**src/rtl/data_path_if.sv**
```systemverilog
// Control-strobe, memory and status bundle between the control unit and the datapath.
// The master drives strobes and read data; the slave (datapath) returns IR, flags
// and the memory address/write-data lines.
interface data_path_if;
  logic       IR_Load;
  logic       MAR_Load;
  logic       PC_Load;
  logic       PC_Inc;
  logic       A_Load;
  logic       B_Load;
  logic       CCR_Load;
  logic [2:0] ALU_Sel;
  logic [1:0] Bus1_Sel;
  logic [1:0] Bus2_Sel;
  logic [7:0] from_memory;
  logic [7:0] IR;
  logic [3:0] CCR_Result;
  logic [7:0] address;
  logic [7:0] to_memory;

  modport master (
    output IR_Load, MAR_Load, PC_Load, PC_Inc, A_Load, B_Load, CCR_Load,
    output ALU_Sel, Bus1_Sel, Bus2_Sel, from_memory,
    input  IR, CCR_Result, address, to_memory
  );

  modport slave (
    input  IR_Load, MAR_Load, PC_Load, PC_Inc, A_Load, B_Load, CCR_Load,
    input  ALU_Sel, Bus1_Sel, Bus2_Sel, from_memory,
    output IR, CCR_Result, address, to_memory
  );
endinterface

```
**src/rtl/data_path.sv**
```systemverilog
// 8-bit datapath: architectural registers IR/MAR/PC/A/B/CCR, two bus muxes and the ALU.
// All sequencing lives in the control unit; this block only reacts to its strobes.
module data_path #(
  parameter logic [7:0] PC_RESET = 8'h00
) (
  input logic         Clk,
  input logic         Reset,
  data_path_if.slave  dp
);

  logic [7:0] ir_q, ir_d;
  logic [7:0] mar_q, mar_d;
  logic [7:0] pc_q, pc_d;
  logic [7:0] a_q, a_d;
  logic [7:0] b_q, b_d;
  logic [3:0] ccr_q, ccr_d;

  logic [7:0] bus1, bus2;
  logic [7:0] alu_y;
  logic [8:0] sum9, dif9;
  logic [7:0] alu_r;
  logic       alu_v, alu_c;
  logic [3:0] alu_flags;

  // Bus1 source mux; also the memory write-data path
  always_comb begin
    bus1 = 8'h00;
    case (dp.Bus1_Sel)
      2'b00:   bus1 = pc_q;
      2'b01:   bus1 = a_q;
      2'b10:   bus1 = b_q;
      default: bus1 = 8'h00;
    endcase
  end

  // ALU: X is Bus1; Y is B except for increment/decrement, which use a constant 1
  always_comb begin
    alu_y = ((dp.ALU_Sel == 3'b001) || (dp.ALU_Sel == 3'b110)) ? 8'h01 : b_q;
    sum9  = {1'b0, bus1} + {1'b0, alu_y};
    // Bit 8 of the 9-bit difference is the unsigned borrow
    dif9  = {1'b0, bus1} - {1'b0, alu_y};
    alu_r = 8'h00;
    alu_v = 1'b0;
    alu_c = 1'b0;
    case (dp.ALU_Sel)
      3'b000, 3'b001: begin
        alu_r = sum9[7:0];
        alu_c = sum9[8];
        alu_v = (bus1[7] == alu_y[7]) && (sum9[7] != bus1[7]);
      end
      3'b010, 3'b110: begin
        alu_r = dif9[7:0];
        alu_c = dif9[8];
        alu_v = (bus1[7] != alu_y[7]) && (dif9[7] != bus1[7]);
      end
      3'b011:  alu_r = bus1 & alu_y;
      3'b100:  alu_r = bus1 | alu_y;
      3'b101:  alu_r = bus1 ^ alu_y;
      default: alu_r = ~bus1;
    endcase
    alu_flags = {alu_r[7], (alu_r == 8'h00), alu_v, alu_c};
  end

  // Bus2 source mux; feeds every register load
  always_comb begin
    bus2 = 8'h00;
    case (dp.Bus2_Sel)
      2'b00:   bus2 = alu_r;
      2'b01:   bus2 = bus1;
      2'b10:   bus2 = dp.from_memory;
      default: bus2 = 8'h00;
    endcase
  end

  // Register next-state: load from Bus2 or hold; PC load wins over increment
  always_comb begin
    ir_d  = dp.IR_Load  ? bus2 : ir_q;
    mar_d = dp.MAR_Load ? bus2 : mar_q;
    a_d   = dp.A_Load   ? bus2 : a_q;
    b_d   = dp.B_Load   ? bus2 : b_q;
    ccr_d = dp.CCR_Load ? alu_flags : ccr_q;
    pc_d  = pc_q;
    if (dp.PC_Load) begin
      pc_d = bus2;
    end else if (dp.PC_Inc) begin
      pc_d = pc_q + 8'd1;
    end
  end

  // Register file with synchronous reset that overrides all loads
  always_ff @(posedge Clk) begin
    if (Reset) begin
      ir_q  <= 8'h00;
      mar_q <= 8'h00;
      pc_q  <= PC_RESET;
      a_q   <= 8'h00;
      b_q   <= 8'h00;
      ccr_q <= 4'h0;
    end else begin
      ir_q  <= ir_d;
      mar_q <= mar_d;
      pc_q  <= pc_d;
      a_q   <= a_d;
      b_q   <= b_d;
      ccr_q <= ccr_d;
    end
  end

  assign dp.IR         = ir_q;
  assign dp.CCR_Result = ccr_q;
  assign dp.address    = mar_q;
  assign dp.to_memory  = bus1;

endmodule

```
**src/flat_wrapper.sv**
```systemverilog
// flat-port wrapper written by rule: the top's interface ports become plain ports
module data_path_flat 
#(
  parameter logic [7:0] PC_RESET = 8'h00
)
  (Clk, Reset, dp_IR_Load, dp_MAR_Load, dp_PC_Load, dp_PC_Inc, dp_A_Load, dp_B_Load, dp_CCR_Load, dp_ALU_Sel, dp_Bus1_Sel, dp_Bus2_Sel, dp_from_memory, dp_IR, dp_CCR_Result, dp_address, dp_to_memory);
  data_path_if dp_i ();
  input logic Clk;
  input logic Reset;
  input wire logic [$bits(dp_i.IR_Load)-1:0] dp_IR_Load;
  input wire logic [$bits(dp_i.MAR_Load)-1:0] dp_MAR_Load;
  input wire logic [$bits(dp_i.PC_Load)-1:0] dp_PC_Load;
  input wire logic [$bits(dp_i.PC_Inc)-1:0] dp_PC_Inc;
  input wire logic [$bits(dp_i.A_Load)-1:0] dp_A_Load;
  input wire logic [$bits(dp_i.B_Load)-1:0] dp_B_Load;
  input wire logic [$bits(dp_i.CCR_Load)-1:0] dp_CCR_Load;
  input wire logic [$bits(dp_i.ALU_Sel)-1:0] dp_ALU_Sel;
  input wire logic [$bits(dp_i.Bus1_Sel)-1:0] dp_Bus1_Sel;
  input wire logic [$bits(dp_i.Bus2_Sel)-1:0] dp_Bus2_Sel;
  input wire logic [$bits(dp_i.from_memory)-1:0] dp_from_memory;
  output wire logic [$bits(dp_i.IR)-1:0] dp_IR;
  output wire logic [$bits(dp_i.CCR_Result)-1:0] dp_CCR_Result;
  output wire logic [$bits(dp_i.address)-1:0] dp_address;
  output wire logic [$bits(dp_i.to_memory)-1:0] dp_to_memory;
  assign dp_i.IR_Load = dp_IR_Load;
  assign dp_i.MAR_Load = dp_MAR_Load;
  assign dp_i.PC_Load = dp_PC_Load;
  assign dp_i.PC_Inc = dp_PC_Inc;
  assign dp_i.A_Load = dp_A_Load;
  assign dp_i.B_Load = dp_B_Load;
  assign dp_i.CCR_Load = dp_CCR_Load;
  assign dp_i.ALU_Sel = dp_ALU_Sel;
  assign dp_i.Bus1_Sel = dp_Bus1_Sel;
  assign dp_i.Bus2_Sel = dp_Bus2_Sel;
  assign dp_i.from_memory = dp_from_memory;
  assign dp_IR = dp_i.IR;
  assign dp_CCR_Result = dp_i.CCR_Result;
  assign dp_address = dp_i.address;
  assign dp_to_memory = dp_i.to_memory;
  data_path #(.PC_RESET(PC_RESET)) u_core (.Clk(Clk), .Reset(Reset), .dp(dp_i));
endmodule
```
**config.mk**
```make
export PLATFORM = sky130hd
export DESIGN_NAME = data_path_flat
export DESIGN_NICKNAME = d
export VERILOG_FILES = /design/src/rtl/data_path_if.sv /design/src/rtl/data_path.sv /design/src/flat_wrapper.sv
export SDC_FILE = /design/constraint.sdc
export NUM_CORES = 1
export LEC_CHECK = 0
export ABC_AREA = 1
export CELL_PAD_IN_SITES_DETAIL_PLACEMENT = 0
export CELL_PAD_IN_SITES_GLOBAL_PLACEMENT = 2
export CORE_MARGIN = 8
export CORE_UTILIZATION = 29
export DETAILED_ROUTE_END_ITERATION = 8
export GPL_TIMING_DRIVEN = 0
export PLACE_DENSITY_LB_ADDON = 0.1
export SETUP_SLACK_MARGIN = 0.02
export SYNTH_ARGS = -nofsm -noshare
export SYNTH_HDL_FRONTEND = slang
export SYNTH_SLANG_ARGS = --single-unit
```
**constraint.sdc**
```tcl
create_clock -name Clk -period 3.3 [get_ports Clk]
set_input_delay 0.495 -clock Clk [delete_from_list [all_inputs] [get_ports Clk]]
set_output_delay 0.495 -clock Clk [all_outputs]
set_load 0.01 [all_outputs]
```
==> flow_summary.yaml, run 1 <==
run_status:
  status: "completed"
logic_synthesis:
  yosys_most_used_dff: "dfxtp_1"
  ys_ff_latch: 44
  yosysSeqAreaShare_pct: 25.1
  syn_area_sq_um: 3510
  yosysWarnings: 0
  postSynthAreaPerCell_sq_um: 6.31
  synth_fp_nets: 608
  synth-edff-count: 0
  async_flop_share_pct: 0
  synth_cells: 557
  yosys.cell_types.count: 37
sta:
  skew_ps: 7.20
  finalHoldViolCount: 0
  period_needed_ps: 2950
  slew_headroom_pct: 52.8
  tightestPinTransition_ps: 706
  slew_viol_final: 0
  fin_crit_sh_pct: 89.5
  rsz0062_at_grt: "false"
  fmax_mhz: 339
  setup_viol: 0
clock_network:
  cts_buffers: 5
  cts_tree: "built"
  numClockSinks: 44
  hold_buffers: 0
  clock_latency_ps: 290
  cts_htree_levels: 2
  root_buffer: "clkbuf_16"
  clock_path_buffers: 2
  cts.clk_slew.worst_paths_ps: 70
detailed_routing:
  routed_wl_um: 11700
  drc: 0
  vias: 3606
  wire_per_inst_um: 15.4
  drt-pass1-iter-count: 4
  detail-route-antenna-nets: 0
  vias_per_cell: 4.73
  drtIter0Drc: 210
run:
  drv_cap: 0
global_routing:
  antenna_found_initial: 0
  grt_max_degree: 15
  grt_usage_pct: 15.2
  grt_pass1_wl_um: 19400
  grt_pass1_vias: 3731
  grt_overflow: 0
floorplanning:
  ios: 52
  die_h_um: 126
  dieArea_sq_um: 15900
  core_area_sq_um: 11900
  start_util_pct: 29.5
  die_w_um: 126
  rows: 40
setup_path:
  crit_required_ps: 3520
  cp-start-kind: "primary input"
  crit_arrival_ps: 3170
  endpoint_kind: "flop"
  crit_type: "in -> reg"
  crit_fanout: 5
layout:
  fin_area_sq_um: 4540
  n_fill_cell: 1301
  fin_nets: 665
  area_delta_synth_final_pct: 29.3
  final_util_pct: 38.2
  num_antenna_cells: 0
  multi_input_area_sq_um: 2290
  final_cell_mix: "inv_1 (103), nand2_1 (95), nor2_1 (65), nand3_1 (49)"
  seq_area_sq_um: 881
  fin_cells: 762
  final_common_cell: "inv_1"
  drive_gt1_share_pct: 10.7
placed_design:
  io_buffers: 48
  place_area_sq_um: 4180
  post-place-cells: 752
  hpwl_um: 9600
  place_congestion: 0.847
pwr:
  pwr_density_cell_nw_per_um2: 388
  p_leak_nw: 2.21
  peakVddDrop_mv: 0.271
hold_path:
  hp-class: "reg -> reg"
## logic make-up after synthesis
logic type | after synthesis | synth area share (%)
AO/OA/AOI/OAI | 103 | 18.4
XOR/XNOR | 8 | 1.99
AND/OR/NAND/NOR | 244 | 30.2
adder cells (fa/ha/maj) | 27 | 10.0
buffers and inverters | 131 | 14.3
flip-flops | 44 | 25.1
## critical path, cell delays in order
cell           delay [ps]
dlygate4sd2_1         380
nand2_4               140
o211ai_4              260
inv_1                 110
ha_1                  260
fa_2                  530
o21ai_1                60
nor2_1                100
nand3_1                80
o21ai_1               190
nand3_1               170
nor2_2                170
nand4_1               100
a21oi_1               130
## timing repair
item,in CTS,in global routing
resized for setup,12,28
setup buffers,0,2
setup endpoints to repair,37,36
pin swaps,0,4
## report_power, final
part           leakage (nW)  internal, mW  total (mW)  switching [mW]
sequential            0.364         0.570       0.596          0.0254
clock                0.0871         0.379       0.598           0.218
combinational          1.76         0.217       0.570           0.353
total                  2.21          1.17        1.76           0.597
## state kept, by name, summed over array words and instances (netlist names)
register	cells
u_core.b_q	8
u_core.pc_q	8
u_core.a_q	8
u_core.dp.CCR_Result	4
u_core.dp.address	8
u_core.dp.IR	8
## final cells by class
type | instances | area share, %
Buffer | 14 | 1.38
Clock buffer | 6 | 3.06
Clock inverter | 2 | 0.854
Inverter | 117 | 9.66
Multi-Input combinational cell | 382 | 50.3
Sequential cell | 44 | 19.4
Tap cell | 147 | 4.05
Timing Repair Buffer | 50 | 11.3
## per-stage QoR
stage / hold slack [ps] / TNS [ps] / setup slack [ps] / power, mW
floorplan: 449 / 0 / 613 / 0.947
global placement: 461 / -16280 / -561 / 1.14
detailed placement: 465 / -16470 / -604 / 1.15
CTS: 473 / 0 / 21.4 / 1.77
global route: 485 / 0 / 178 / 1.88
finish: 467 / 0 / 347 / 1.76
## Yosys cell counts, drive strengths merged, types with 4 or more instances
cell type | instances | area [sq um]
xor2 | 6 | 52.6
nand2 | 100 | 383
dfxtp | 44 | 881
buf | 4 | 25.0
nor2 | 75 | 289
ha | 25 | 313
o211ai | 8 | 70.1
nand3 | 54 | 295
o21ai | 43 | 226
nand4 | 11 | 68.8
inv | 117 | 439
a21oi | 34 | 170
clkbuf | 10 | 37.5
a22oi | 8 | 65.1
o221ai | 5 | 80.1
## path summary, 6_finish.rpt
path | startpoint | to | slack [ps] | cells after the start
min | u_core.dp.CCR_Result[1] | u_core.dp.CCR_Result[1] | 470 | 2
max | dp_Bus1_Sel[0] | u_core.dp.CCR_Result[2] | 350 | 14
max reg2reg | u_core.pc_q[0] | u_core.dp.CCR_Result[2] | 640 | 13
min reg2reg | u_core.dp.CCR_Result[1] | u_core.dp.CCR_Result[1] | 470 | 2
## per-layer routing
layer	wire [um]	track usage, %	vias to the layer above
li1	-	-	1892
met1	5150	17.4	1655
met2	6080	28.4	48
met3	302	2.15	11
met4	178	4.67	0
met5	0	0	-
No activity file was read; power rests on OpenSTA's default activity.
==> run 2: changes to the inputs <==
--- a/config.mk
+++ b/config.mk
@@ -10,8 +10,10 @@
 export CELL_PAD_IN_SITES_GLOBAL_PLACEMENT = 2
 export CORE_MARGIN = 8
 export CORE_UTILIZATION = 29
+export CTS_CLUSTER_SIZE = 30
 export DETAILED_ROUTE_END_ITERATION = 8
 export GPL_TIMING_DRIVEN = 0
+export MAX_ROUTING_LAYER = met4
 export PLACE_DENSITY_LB_ADDON = 0.1
 export SETUP_SLACK_MARGIN = 0.02
 export SYNTH_ARGS = -nofsm -noshare
==> run 2 against run 1 <==
Effect of this change: design area increased by 0.11%; worst setup slack got worse by 7.0 ps; global-route usage increased by 0.43 points; sequential cell count unchanged; utilization about the same; critical path depth unchanged; clock power about the same; sequential share of layout area about the same; clock-buffer cell count unchanged; total power about the same; largest cell class unchanged.
==> flow_summary.yaml, run 2 (same netlist as run 1, synthesis figures left out) <==
hold_path:
  hold_path.startpoint: "u_core.dp.CCR_Result[1]"
  hold_end: "u_core.dp.CCR_Result[1]"
  holdPathStages: 2
  hp-class: "reg -> reg"
sta:
  slew_viol_final: 0
  fmax_mhz: 338
  tightestPinTransition_ps: 715
  slew_headroom_pct: 52.2
  setup_viol: 0
  skew_ps: 6.80
  finalHoldViolCount: 0
  rsz0062_at_grt: "false"
  worst_hold_slack_ps: 467
  fin_crit_sh_pct: 89.7
  period_needed_ps: 2960
placed_design:
  io_buffers: 48
  place_congestion: 0.860
  hpwl_um: 9600
  post-place-cells: 752
detailed_routing:
  vias: 3632
  routed_wl_um: 11700
  detail-route-antenna-nets: 0
  drc: 0
  drt-pass1-iter-count: 5
  vias_per_cell: 4.76
  wire_per_inst_um: 15.4
  drtIter0Drc: 188
pwr:
  p_leak_nw: 2.22
  pwr_density_cell_nw_per_um2: 388
  peakVddDrop_mv: 0.272
clock_network:
  clock_path_buffers: 2
  numClockSinks: 44
  cts_htree_levels: 2
  root_buffer: "clkbuf_16"
  cts.clk_slew.worst_paths_ps: 60
  clock_latency_ps: 290
  cts_tree: "built"
  cts_buffers: 5
global_routing:
  grt_max_degree: 15
  antenna_found_initial: 0
  grt_pass1_wl_um: 19400
  grt_usage_pct: 15.6
  grt_pass1_vias: 3726
  grt_overflow: 0
floorplanning:
  die_w_um: 126
  ios: 52
  start_util_pct: 29.5
  die_h_um: 126
  core_area_sq_um: 11900
  dieArea_sq_um: 15900
  rows: 40
setup_path:
  crit_fanout: 5
  rrSetupSlack_ps: 640
  rr_worst_depth: 13
  endpoint_kind: "flop"
  cp-start-kind: "primary input"
  crit_type: "in -> reg"
  r2r_start: "u_core.pc_q[0]"
  r2r_end: "u_core.dp.CCR_Result[2]"
  crit_arrival_ps: 3180
  crit_required_ps: 3520
layout:
  fin_nets: 666
  multi_input_area_sq_um: 2280
  final_common_cell: "inv_1"
  fin_cells: 763
  num_antenna_cells: 0
  final_util_pct: 38.2
  drive_gt1_share_pct: 10.7
  final_cell_mix: "inv_1 (103), nand2_1 (95), nor2_1 (65), nand3_1 (49)"
  n_fill_cell: 1302
  area_delta_synth_final_pct: 29.4
  seq_area_sq_um: 881
run:
  drv_cap: 0
run_status:
  status: "completed"
[run 2: cell type report]
cell class | count | area share, %
inverters | 117 | 9.65
multi-input cells | 382 | 50.2
flip-flops and latches | 44 | 19.4
well taps | 147 | 4.04
clock buffers | 6 | 3.05
repair buffers | 51 | 11.5
plain buffers | 14 | 1.38
clock inverters | 2 | 0.853
[run 2: worst max path at each step]
| stage | start | end |
|---|---|---|
| after floorplan | dp_ALU_Sel[2] | u_core.dp.CCR_Result[2] |
| after global placement | dp_ALU_Sel[0] | u_core.dp.IR[5] |
| after detailed placement | dp_ALU_Sel[0] | u_core.dp.IR[5] |
| after CTS | dp_ALU_Sel[1] | u_core.dp.CCR_Result[2] |
| after global routing | dp_Bus1_Sel[0] | u_core.b_q[7] |
| final | dp_Bus1_Sel[0] | u_core.dp.CCR_Result[2] |
[run 2: critical path, cell delays in order]
cell	delay, ps
dlygate4sd2_1	370
nand2_4	140
o211ai_4	260
inv_1	110
ha_1	250
fa_2	530
o21ai_1	60
nor2_1	100
nand3_1	90
o21ai_1	180
nand3_1	160
nor2_2	170
nand4_1	110
a21oi_1	130
[run 2: what timing repair did]
item                       4_1_cts  5_1_grt
buffers inserted                 0        3
hold buffers                     0        0
setup endpoints to repair       37       36
pin swaps                        0        4
resized for setup               12       27
[run 2: power by group]
part | internal [mW] | switching, mW
registers | 0.570 | 0.0254
logic | 0.217 | 0.353
clock network | 0.379 | 0.219
total | 1.17 | 0.597
[run 2: stage by stage]
| stage | total power, mW | setup WS (ps) | area [sq um] | setup TNS, ps |
|---|---|---|---|---|
| 6_report | 1.76 | 339 | 4550 | 0 |
| 5_1_grt | 1.88 | 170 | 4550 | 0 |
| 4_1_cts | 1.77 | 21.4 | 4430 | 0 |
| 3_5_place_dp | 1.15 | -604 | 4180 | -16470 |
| 3_3_place_gp | 1.14 | -561 | 4180 | -16280 |
| 2_1_floorplan | 0.947 | 613 | 3510 | 0 |
[run 2: metal layers]
| metal | vias to the layer above | wire, um | GRT usage (%) |
|---|---|---|---|
| met5 | - | 0 | - |
| met4 | 0 | 183 | 4.67 |
| met3 | 12 | 238 | 1.52 |
| met2 | 52 | 6080 | 28.4 |
| met1 | 1676 | 5240 | 17.7 |
| li1 | 1892 | - | - |
==> run 3: changes to the inputs <==
--- a/config.mk
+++ b/config.mk
@@ -8,6 +8,7 @@
 export ABC_AREA = 1
 export CELL_PAD_IN_SITES_DETAIL_PLACEMENT = 0
 export CELL_PAD_IN_SITES_GLOBAL_PLACEMENT = 2
+export CORE_ASPECT_RATIO = 1.1
 export CORE_MARGIN = 8
 export CORE_UTILIZATION = 29
 export CTS_CLUSTER_SIZE = 30
==> run 3 against run 2 <==
Effect of this change: wire length is 2.5% higher; sequential cell count stayed put; first-iteration DRC count is 14% higher; critical endpoint unchanged; total power down 5.0%; final cell count increased by 0.79%; register-to-register slack worse by 30 ps; via count up 1.0%; clock skew about the same.
==> flow_summary.yaml, run 3 (same netlist as run 1, synthesis figures left out) <==
clock_network:
  hold_buffers: 0
  clock_latency_ps: 290
  root_buffer: "clkbuf_16"
  cts.clk_slew.worst_paths_ps: 60
  cts_tree: "built"
  numClockSinks: 44
  clock_path_buffers: 2
  cts_htree_levels: 2
  cts_buffers: 5
global_routing:
  grt_max_degree: 14
  grt_usage_pct: 15.5
  antenna_found_initial: 0
  grt_overflow: 0
  grt_pass1_vias: 3615
  grt_pass1_wl_um: 19000
placed_design:
  post-place-cells: 759
  io_buffers: 48
  place_congestion: 0.816
  hpwl_um: 9780
  place_area_sq_um: 4190
pwr:
  switchingPower_mw: 0.594
  internal_power_mw: 1.08
  p_comb_share_pct: 33.5
  clkPwrFrac_pct: 31.0
  p_total_mw: 1.68
  seqPwrFrac_pct: 35.5
  peakVddDrop_mv: 0.301
  pwr_density_cell_nw_per_um2: 375
  p_sw_share_pct: 35.4
  p_leak_nw: 2.19
sta:
  fin_crit_sh_pct: 92.0
  slew_headroom_pct: 53.8
  slew_viol_final: 0
  period_needed_ps: 3040
  tightestPinTransition_ps: 690
  setup_viol: 0
  tns_ps: 0
  finalHoldViolCount: 0
  rsz0062_at_grt: "false"
  skew_ps: 6.86
  fmax_mhz: 329
layout:
  seq_area_sq_um: 881
  fin_area_sq_um: 4470
  area_delta_synth_final_pct: 27.1
  fin_nets: 665
  n_fill_cell: 1302
  final_util_pct: 37.5
  multi_input_area_sq_um: 2240
  fin_cells: 769
  num_antenna_cells: 0
  drive_gt1_share_pct: 9.92
  final_common_cell: "inv_1"
  final_cell_mix: "inv_1 (103), nand2_1 (97), nor2_1 (66), nand3_1 (49)"
floorplanning:
  dieArea_sq_um: 15900
  rows: 42
  die_w_um: 121
  die_h_um: 131
  start_util_pct: 29.5
  ios: 52
  core_area_sq_um: 11900
setup_path:
  endpoint_kind: "flop"
  critical-path-slowest-cell: "fa_1"
  cp_cell_sequence: "dlygate4sd2_1 > nand2_4 > o211ai_4 > inv_1 > ha_1 > fa_1 > nor2_1 > nor2_1 > nand2_1 > nand2_1 > nor2_1 > nand2_1 > nor2_2 > nand3_1 > nor2_2 > nand4_1 > a21oi_1"
  crit_fanout: 7
  crit_required_ps: 3520
  cp-start-kind: "primary input"
  crit_arrival_ps: 3260
  r2r_start: "u_core.pc_q[0]"
  crit_type: "in -> reg"
  critPathMaxStageDelay_ps: 420
  crit_start: "dp_Bus1_Sel[0]"
hold_path:
  hold_path.startpoint: "u_core.dp.CCR_Result[1]"
  hp-class: "reg -> reg"
detailed_routing:
  detail-route-antenna-nets: 0
  routed_wl_um: 12000
  drc: 0
  drt-pass1-iter-count: 5
  vias: 3670
  vias_per_cell: 4.77
  drtIter0Drc: 215
  wire_per_inst_um: 15.7
run:
  drv_cap: 0
run_status:
  status: "completed"
## run 3: metrics by stage
stage          hold slack (ps)  setup WS, ps
6_report                   466           264
5_1_grt                    485           102
4_1_cts                    467          23.5
3_5_place_dp               460          -604
3_3_place_gp               457          -586
2_1_floorplan              449           613
## run 3: layout make-up
cell class / count / share of cell area, %
inverters: 117 / 9.83
well taps: 154 / 4.31
plain buffers: 14 / 1.40
repair buffers: 50 / 11.2
clock buffers: 7 / 3.19
flip-flops and latches: 44 / 19.7
clock inverters: 1 / 0.168
multi-input cells: 382 / 50.2
## run 3: path summary, 6_finish.rpt
path | to | cells past startpoint | slack [ps]
max | u_core.dp.CCR_Result[2] | 17 | 260
min reg2reg | u_core.dp.CCR_Result[1] | 2 | 470
min | u_core.dp.CCR_Result[1] | 2 | 470
max reg2reg | u_core.dp.CCR_Result[2] | 16 | 610
## run 3: power by group through the flow
stage	logic, mW	registers, mW	clock network (mW)
after global placement	0.538	0.606	0
after global routing	0.631	0.600	0.545
after CTS	0.555	0.595	0.536
after floorplan	0.337	0.609	0
after detailed placement	0.540	0.606	0
final	0.561	0.595	0.520
## run 3: metal layers
layer / part of all wire [%] / GRT usage (%) / up-vias
li1: - / - / 1896
met1: 43 / 17.3 / 1706
met2: 53 / 28.4 / 57
met3: 2.3 / 1.71 / 11
met4: 1.5 / 3.89 / 0
met5: 0 / - / -
## run 3: repair_timing
action                                  CTS  global route
pin swaps                                 0             2
buffers inserted                          0             2
endpoints found under the setup margin   38            35
resized for setup                        13            15
## run 3: worst max-delay path: cells and delay by family
kind | cells | cell delay [ps]
AO/OA/AOI/OAI | 2 | 410
adder cells (fa/ha/maj) | 2 | 670
buffers and inverters | 2 | 480
AND/OR/NAND/NOR | 11 | 1190
